### config.mk
export PLATFORM = sky130hd
export DESIGN_NAME = button_event_queue
export DESIGN_NICKNAME = d
export VERILOG_FILES = /design/src/rtl/button_event_queue.sv
export SDC_FILE = /design/constraint.sdc
export NUM_CORES = 1
export LEC_CHECK = 0
export BUFFER_PORTS_ARGS = -buffer_cell sky130_fd_sc_hd__buf_4
export CAP_MARGIN = 20
export CORE_ASPECT_RATIO = 0.6
export CORE_UTILIZATION = 39
export DETAILED_ROUTE_END_ITERATION = 12
export GPL_TIMING_DRIVEN = 1
export PLACE_DENSITY = 0.6
export SLEW_MARGIN = 5
export SYNTH_ARGS = -nofsm -noshare
export SYNTH_HDL_FRONTEND = slang
export SYNTH_SLANG_ARGS = --single-unit
### constraint.sdc
create_clock -name clock -period 2.1 [get_ports clock]
set_clock_uncertainty 0.05 [all_clocks]
set_input_delay 0.105 -clock clock [delete_from_list [all_inputs] [get_ports clock]]
set_output_delay 0.105 -clock clock [all_outputs]
set_load 0.05 [all_outputs]
### src/rtl/button_event_queue.sv
// Debounced controller buttons turned into press events held in a show-ahead FIFO.
// Define BUTTON_AUTO_REPEAT_EN to auto-repeat left, right and down while held.
module button_event_queue #(
    parameter int DEBOUNCE_CYCLES = 500000,
    parameter int FIFO_DEPTH      = 8
) (
    input  logic                          clock,
    input  logic                          reset,
    input  logic [6:0]                    btn_raw,
    input  logic                          rd_en,
    output logic [31:0]                   event_code,
    output logic                          empty,
    output logic [$clog2(FIFO_DEPTH):0]   count,
    output logic                          overflow
);

    localparam int AW = $clog2(FIFO_DEPTH);
    localparam int CW = $clog2(DEBOUNCE_CYCLES + 1);
    localparam logic [CW-1:0] DB_LAST = CW'(DEBOUNCE_CYCLES - 1);

    function automatic logic [3:0] code_of(input int i);
        case (i)
            0:       code_of = 4'd1;
            1:       code_of = 4'd2;
            2:       code_of = 4'd3;
            3:       code_of = 4'd4;
            4:       code_of = 4'd7;
            5:       code_of = 4'd8;
            default: code_of = 4'd9;
        endcase
    endfunction

    logic [6:0]    sync1, sync2;
    logic [6:0]    stable, stable_d;
    logic [CW-1:0] db_cnt [7];
    logic [6:0]    press, pending, grant;
    logic [3:0]    push_code;
    logic          push, pop, full;
    logic [AW:0]   wr_ptr, rd_ptr;
    logic [3:0]    mem [FIFO_DEPTH];

    always_ff @(posedge clock) begin
        if (reset) begin
            sync1 <= '0;
            sync2 <= '0;
        end else begin
            sync1 <= btn_raw;
            sync2 <= sync1;
        end
    end

    always_ff @(posedge clock) begin
        if (reset) begin
            stable   <= '0;
            stable_d <= '0;
            for (int i = 0; i < 7; i++) db_cnt[i] <= '0;
        end else begin
            stable_d <= stable;
            for (int i = 0; i < 7; i++) begin
                if (sync2[i] == stable[i]) begin
                    db_cnt[i] <= '0;
                end else if (db_cnt[i] == DB_LAST) begin
                    stable[i] <= sync2[i];
                    db_cnt[i] <= '0;
                end else begin
                    db_cnt[i] <= db_cnt[i] + 1'b1;
                end
            end
        end
    end

`ifdef BUTTON_AUTO_REPEAT_EN
    localparam int RW = $clog2(4 * DEBOUNCE_CYCLES + 1);
    localparam logic [RW-1:0] FIRST_LAST = RW'(4 * DEBOUNCE_CYCLES - 1);
    localparam logic [RW-1:0] NEXT_LAST  = RW'(DEBOUNCE_CYCLES - 1);

    logic [RW-1:0] rep_cnt [1:3];
    logic [3:1]    rep_first;
    logic [6:0]    rep;

    // Counting starts the cycle after the press pulse, so the first
    // repeat lands exactly 4*DEBOUNCE_CYCLES after the press event.
    always_comb begin
        rep = '0;
        for (int i = 1; i <= 3; i++) begin
            rep[i] = stable[i] & stable_d[i] &
                     (rep_cnt[i] == (rep_first[i] ? FIRST_LAST : NEXT_LAST));
        end
    end

    always_ff @(posedge clock) begin
        for (int i = 1; i <= 3; i++) begin
            if (reset || !stable[i]) begin
                rep_cnt[i]   <= '0;
                rep_first[i] <= 1'b1;
            end else if (stable_d[i]) begin
                if (rep[i]) begin
                    rep_cnt[i]   <= '0;
                    rep_first[i] <= 1'b0;
                end else begin
                    rep_cnt[i] <= rep_cnt[i] + 1'b1;
                end
            end
        end
    end

    assign press = (stable & ~stable_d) | rep;
`else
    assign press = stable & ~stable_d;
`endif

    // Highest bit wins, which is also the highest code.
    always_comb begin
        grant     = '0;
        push_code = '0;
        for (int i = 0; i < 7; i++) begin
            if (pending[i]) begin
                grant     = '0;
                grant[i]  = 1'b1;
                push_code = code_of(i);
            end
        end
    end

    assign empty = (wr_ptr == rd_ptr);
    assign full  = (wr_ptr[AW] != rd_ptr[AW]) &&
                   (wr_ptr[AW-1:0] == rd_ptr[AW-1:0]);
    assign count = wr_ptr - rd_ptr;
    assign pop   = rd_en & ~empty;
    assign push  = (|pending) & (~full | (rd_en & ~empty));

    always_ff @(posedge clock) begin
        if (reset) begin
            pending  <= '0;
            overflow <= 1'b0;
            wr_ptr   <= '0;
            rd_ptr   <= '0;
        end else begin
            pending  <= (pending & ~(push ? grant : 7'b0)) | press;
            overflow <= overflow | (|(press & pending));
            if (push) wr_ptr <= wr_ptr + 1'b1;
            if (pop)  rd_ptr <= rd_ptr + 1'b1;
        end
    end

    always_ff @(posedge clock) begin
        if (push) mem[wr_ptr[AW-1:0]] <= push_code;
    end

    assign event_code = empty ? 32'd0 : {28'd0, mem[rd_ptr[AW-1:0]]};

endmodule
; Word level (Yosys, flattened, before mapping)
; Memory sizes are Yosys's and may differ from the RTL's. A register that Yosys moved wholly into a read port is not among the register bits.
; Cells that the tools add are included.
[word_totals]
register_bits = 44
mem_bits_rw = 165
input_bits = 10
word_cells = 213
memories = 2
[classes]
n_addsub = 10
n_eq_ne = 17
n_mux = 120
bitwise_logic = 40
n_reduce_logical = 10
[mem_list]
columns = memory, depth, width, read_ports, rd_clocked_by_memory_dff, write_ports, line
row1 = db_cnt, 7, 19, 7, 0, 7, 35  ; logic [CW-1:0] db_cnt [7];
row2 = mem, 8, 4, 1, 1, 1, 40  ; logic [3:0] mem [FIFO_DEPTH];
[op_table]
columns = operator, n
row1 = two-way mux 19 bit, 21
row2 = adder 19 x 1 -> 19 bit (second input constant), 7
row3 = equality test 19 bit (second input constant), 7
row4 = two-way mux 1 bit, 83
row5 = two-way mux 7 bit, 7
row6 = two-way mux 4 bit, 7
row7 = OR 1 bit, 23
row8 = AND 7 bit, 3
row9 = NOT 7 bit, 2
row10 = AND reduction 2 bit, 7
row11 = OR reduction 7 bit, 2
row12 = NOT 1 bit, 9
row13 = adder 4 x 1 -> 4 bit (second input constant), 2
row14 = equality test 1 bit, 7
row15 = OR 7 bit, 1
row16 = two-way mux 3 bit, 2
row17 = equality test 4 bit, 1
row18 = subtractor 4 bit, 1
row19 = equality test 3 bit, 1
row20 = AND 1 bit, 2
row21 = logical AND 1 bit, 1
row22 = != test 1 bit, 1

; Longest topological paths before layout
[depth]
ltp_word = 11
mapped_depth = 7
ltp_nobuf = 6

; Worst setup path before layout
; No wires, ideal clock.
[synth_timing]
kind = register to output
startpoint = reg wr_ptr[0]
endpoint = out event_code[0]
arrival_ns = 2.178
t_required_ns = 1.945
setup_slack_ns = -0.233
stages_incl_launch_ff = 6
path_buffers = 0
path_cell_list = dfxtp_1 -> inv_1 -> ha_1 -> nand3_1 -> nor2_1 -> nor2_1
[synth_between]
elab_chain_cells = 2
[synth_rtl]
columns = item, line
row1 = from (decl), 39  ; logic [AW:0] wr_ptr, rd_ptr;
row2 = from (signal assigned), 141  ; if (push) wr_ptr <= wr_ptr + 1'b1;
row3 = equality test 4 bit, 125  ; assign empty = (wr_ptr == rd_ptr);
row4 = via empty, 12  ; output logic empty,
row5 = two-way mux 4 bit, 150  ; assign event_code = empty ? 32'd0 : {28'd0, mem[rd_ptr[AW-1:0]]};
row6 = to (decl), 11  ; output logic [31:0] event_code,
; The timed path passes the listed nets, and every way through them passes these cells.

==> out/metrics.yaml <==
detailed_routing:
  first_pass_iters: 5
  vias: 7597
  dr.first_iter.drc_count: 429
  vias_per_cell: 4.80
  remaining_drc_errors: 0
  wirelength_um: 21100
  post_drt_wl_per_cell_um: 13.3
  postRouteAntennaNets: 0
global_route:
  grt_overflow_total: 0
  grt_max_degree: 39
  grtUsageTotal_pct: 15.2
  antenna_found_initial: 0
  grt_pass1_vias: 6972
  grt_pass1_wl_um: 35000
synth:
  synthDistinctLibCells: 57
  ys_seq_elements: 212
  ys_warn_count: 0
  ys_async_sr_fraction_pct: 0
  netlist_instances: 985
  syn_area_per_cell_um2: 10.9
  ys.flop_type: "edfxtp_1"
  yosysSeqAreaShare_pct: 55.0
  netlist_area_um2: 10700
  synth_edf_count: 165
floorplanning:
  core-area_um2: 26700
  io_pins: 48
  num_rows: 46
  die_h_um: 130
  start_util_pct: 40.2
  die_area_um2: 28200
  die_x_um: 216
worst_setup_path:
  cp.required_ns: 1.95
  crit_type: "register to output pin"
  cp_slowest_stage_delay_ns: 0.51
  r2r-start: "db_cnt[2][11]$_SDFFCE_PN0P_"
  worstRegToRegCells: 4
  worstPathArrival_ns: 1.91
  critPathMaxFanout: 8
  crit_path_top_delay_cell: "mux4_2"
  crit_path_end_kind: "output pin"
  cp_top_family: "multiplexers"
  cp-start-kind: "register"
  r2r_slack_ns: 0.11
  cp_num_buf_inv: 2
  cp_num_cells: 5
  cp_cell_sequence: "buf_12 -> mux4_2 -> mux2i_1 -> nor2_1 -> buf_6"
clock_tree:
  clock_sinks: 212
  cts-root-buf: "clkbuf_16"
  clock_path_buffers: 3
  htree_levels: 1
  clk_pin_slew_worst_paths_ns: 0.07
  clock_latency_ns: 0.52
  cts_buffers: 22
  cts_tree: "yes"
placed_design:
  place_ws_ns: -0.0633
  place.gp.congestion: 0.821
  portBuffers: 19
  dp_hpwl_um: 15200
outcome:
  outcome: "complete, no violations"
pwr:
  vdd_drop_max_mv: 0.449
  power.density_nw_per_um2: 709
  p_leak_nw: 4.69
finish:
  final_nets: 1229
  fin_util_pct: 49.3
  area_growth_pct: 22.8
  antenna_cells: 0
  layout-drive-gt1-share_pct: 14.0
  fillers: 2462
timing:
  fin_crit_ns: 2.06
  setup_slack_ns: 0.0379
  max_slew_margin_pct: 58.5
  slew_violations: 0
  maxClockFrequency_mhz: 485
  hold_viol: 0
  post-route-period-util_pct: 98.2
  rsz0062_at_grt: "yes"
  finalSetupViolCount: 0
  worstMarginPinSlew_ns: 0.618
flow_run:
  drv_cap: 0
hold_path:
  hp-class: "input pin to register"
  holdCritStartpoint: "btn_raw[0]"
  hold_depth: 3
## flip-flops by register name, summed over array words and instances (netlist names), named ones only
signal / count
sync2: 7
mem: 32
pending: 7
wr_ptr: 4
stable_d: 7
db_cnt: 133
sync1: 7
overflow: 1
rd_ptr: 4
stable: 7
## layout by cell type (no fill, tap or decap), types with 17 or more instances in the layout
cell	count
buf_4	73
xnor2_1	65
nor2b_1	30
inv_1	33
nor4_1	26
nand3_1	39
conb_1	161
xor2_1	41
clkbuf_16	22
a21oi_1	36
nand2_1	44
edfxtp_1	165
nor3_1	17
dfxtp_1	44
nand4_1	44
o21ai_0	20
nor2_1	143
## final timing paths
check                                                   end
worst min-delay path                    sync1[0]$_SDFF_PP0_
worst min register to register          sync2[2]$_SDFF_PP0_
worst max-delay path                          event_code[1]
worst max register to register  db_cnt[2][17]$_SDFFCE_PN0P_
## where the power goes
group          internal [mW]  total, mW  switching (mW)
combinational          0.158      0.454           0.297
clock                   2.48       4.13            1.65
sequential              4.63       4.75           0.124
total                   7.27       9.34            2.07
## cell type report
type / instances / area, um^2 / share of cell area [%]
Sequential cell: 212 / 5900 / 44.8
Multi-Input combinational cell: 841 / 5130 / 38.9
Timing Repair Buffer: 94 / 798 / 6.06
Clock buffer: 31 / 634 / 4.82
Tap cell: 360 / 450 / 3.42
Inverter: 35 / 131 / 0.998
Clock inverter: 9 / 129 / 0.979
## cell families (layout without fill, tap and decap cells)
group,after synthesis,in the layout,share of synthesized area [%]
compound gates,90,90,5.27
xor+xnor,107,107,8.74
fa+ha+maj,13,13,1.59
buf+inv,91,169,4.24
flops,212,212,55.0
mux,20,20,2.88
other cells,2,161,0.0700
simple gates,450,450,22.2
## metrics by stage
step	total power, mW	setup TNS [ns]	area, um^2	std cells	hold slack (ns)
2_1_floorplan	5.19	-0.0130	11400	1144	0.183
3_3_place_gp	5.26	0	12100	1528	0.275
3_5_place_dp	5.27	-0.666	12100	1528	0.270
4_1_cts	9.46	-0.272	13000	1581	0.323
5_1_grt	9.66	-0.106	13200	1582	0.342
6_report	9.34	0	13200	1582	0.335
## worst min-delay path, delay by kind of cell
kind                   cells  cell delay [ns]
buffers and inverters      2             0.61
and+or+nand+nor            1             0.13
## routing by layer
metal,part of all wire [%],vias up,global-route usage (%)
met5,0,-,0
li1,-,3865,-
met1,54,3534,23.6
met2,39,159,21.5
met4,2.1,0,3.94
met3,5.2,39,2.78
## Yosys cell counts (all sizes together) (4+ instances only)
library cell | count | area [um^2]
a21oi | 37 | 185
a31o | 5 | 43.8
and2 | 4 | 25.0
and3 | 9 | 56.3
and4 | 10 | 87.6
buf | 34 | 240
clkbuf | 22 | 82.6
dfxtp | 47 | 941
edfxtp | 165 | 4950
ha | 12 | 150
inv | 35 | 131
mux2 | 7 | 78.8
mux2i | 5 | 50.1
mux4 | 8 | 180
nand2 | 46 | 175
nand2b | 11 | 68.8
nand3 | 41 | 210
nand4 | 46 | 300
nor2 | 146 | 548
nor2b | 30 | 188
nor3 | 22 | 110
nor4 | 29 | 181
nor4b | 9 | 78.8
o21ai | 22 | 114
o21bai | 4 | 33.8
o31ai | 10 | 75.1
o41ai | 4 | 53.8
or2 | 5 | 31.3
or3 | 16 | 100
or4 | 13 | 101
or4b | 4 | 40.0
xnor2 | 66 | 578
xor2 | 41 | 359
## repair_timing
action | CTS | global route
endpoints found under the hold margin | 19 | 0
gates cloned | 0 | 0
hold buffers | 13 | 0
pin swaps | 1 | 7
endpoints found under the setup margin | 30 | 72
buffers inserted | 0 | 1
resized for setup | 12 | 24
(Power assumes the default switching activity.)
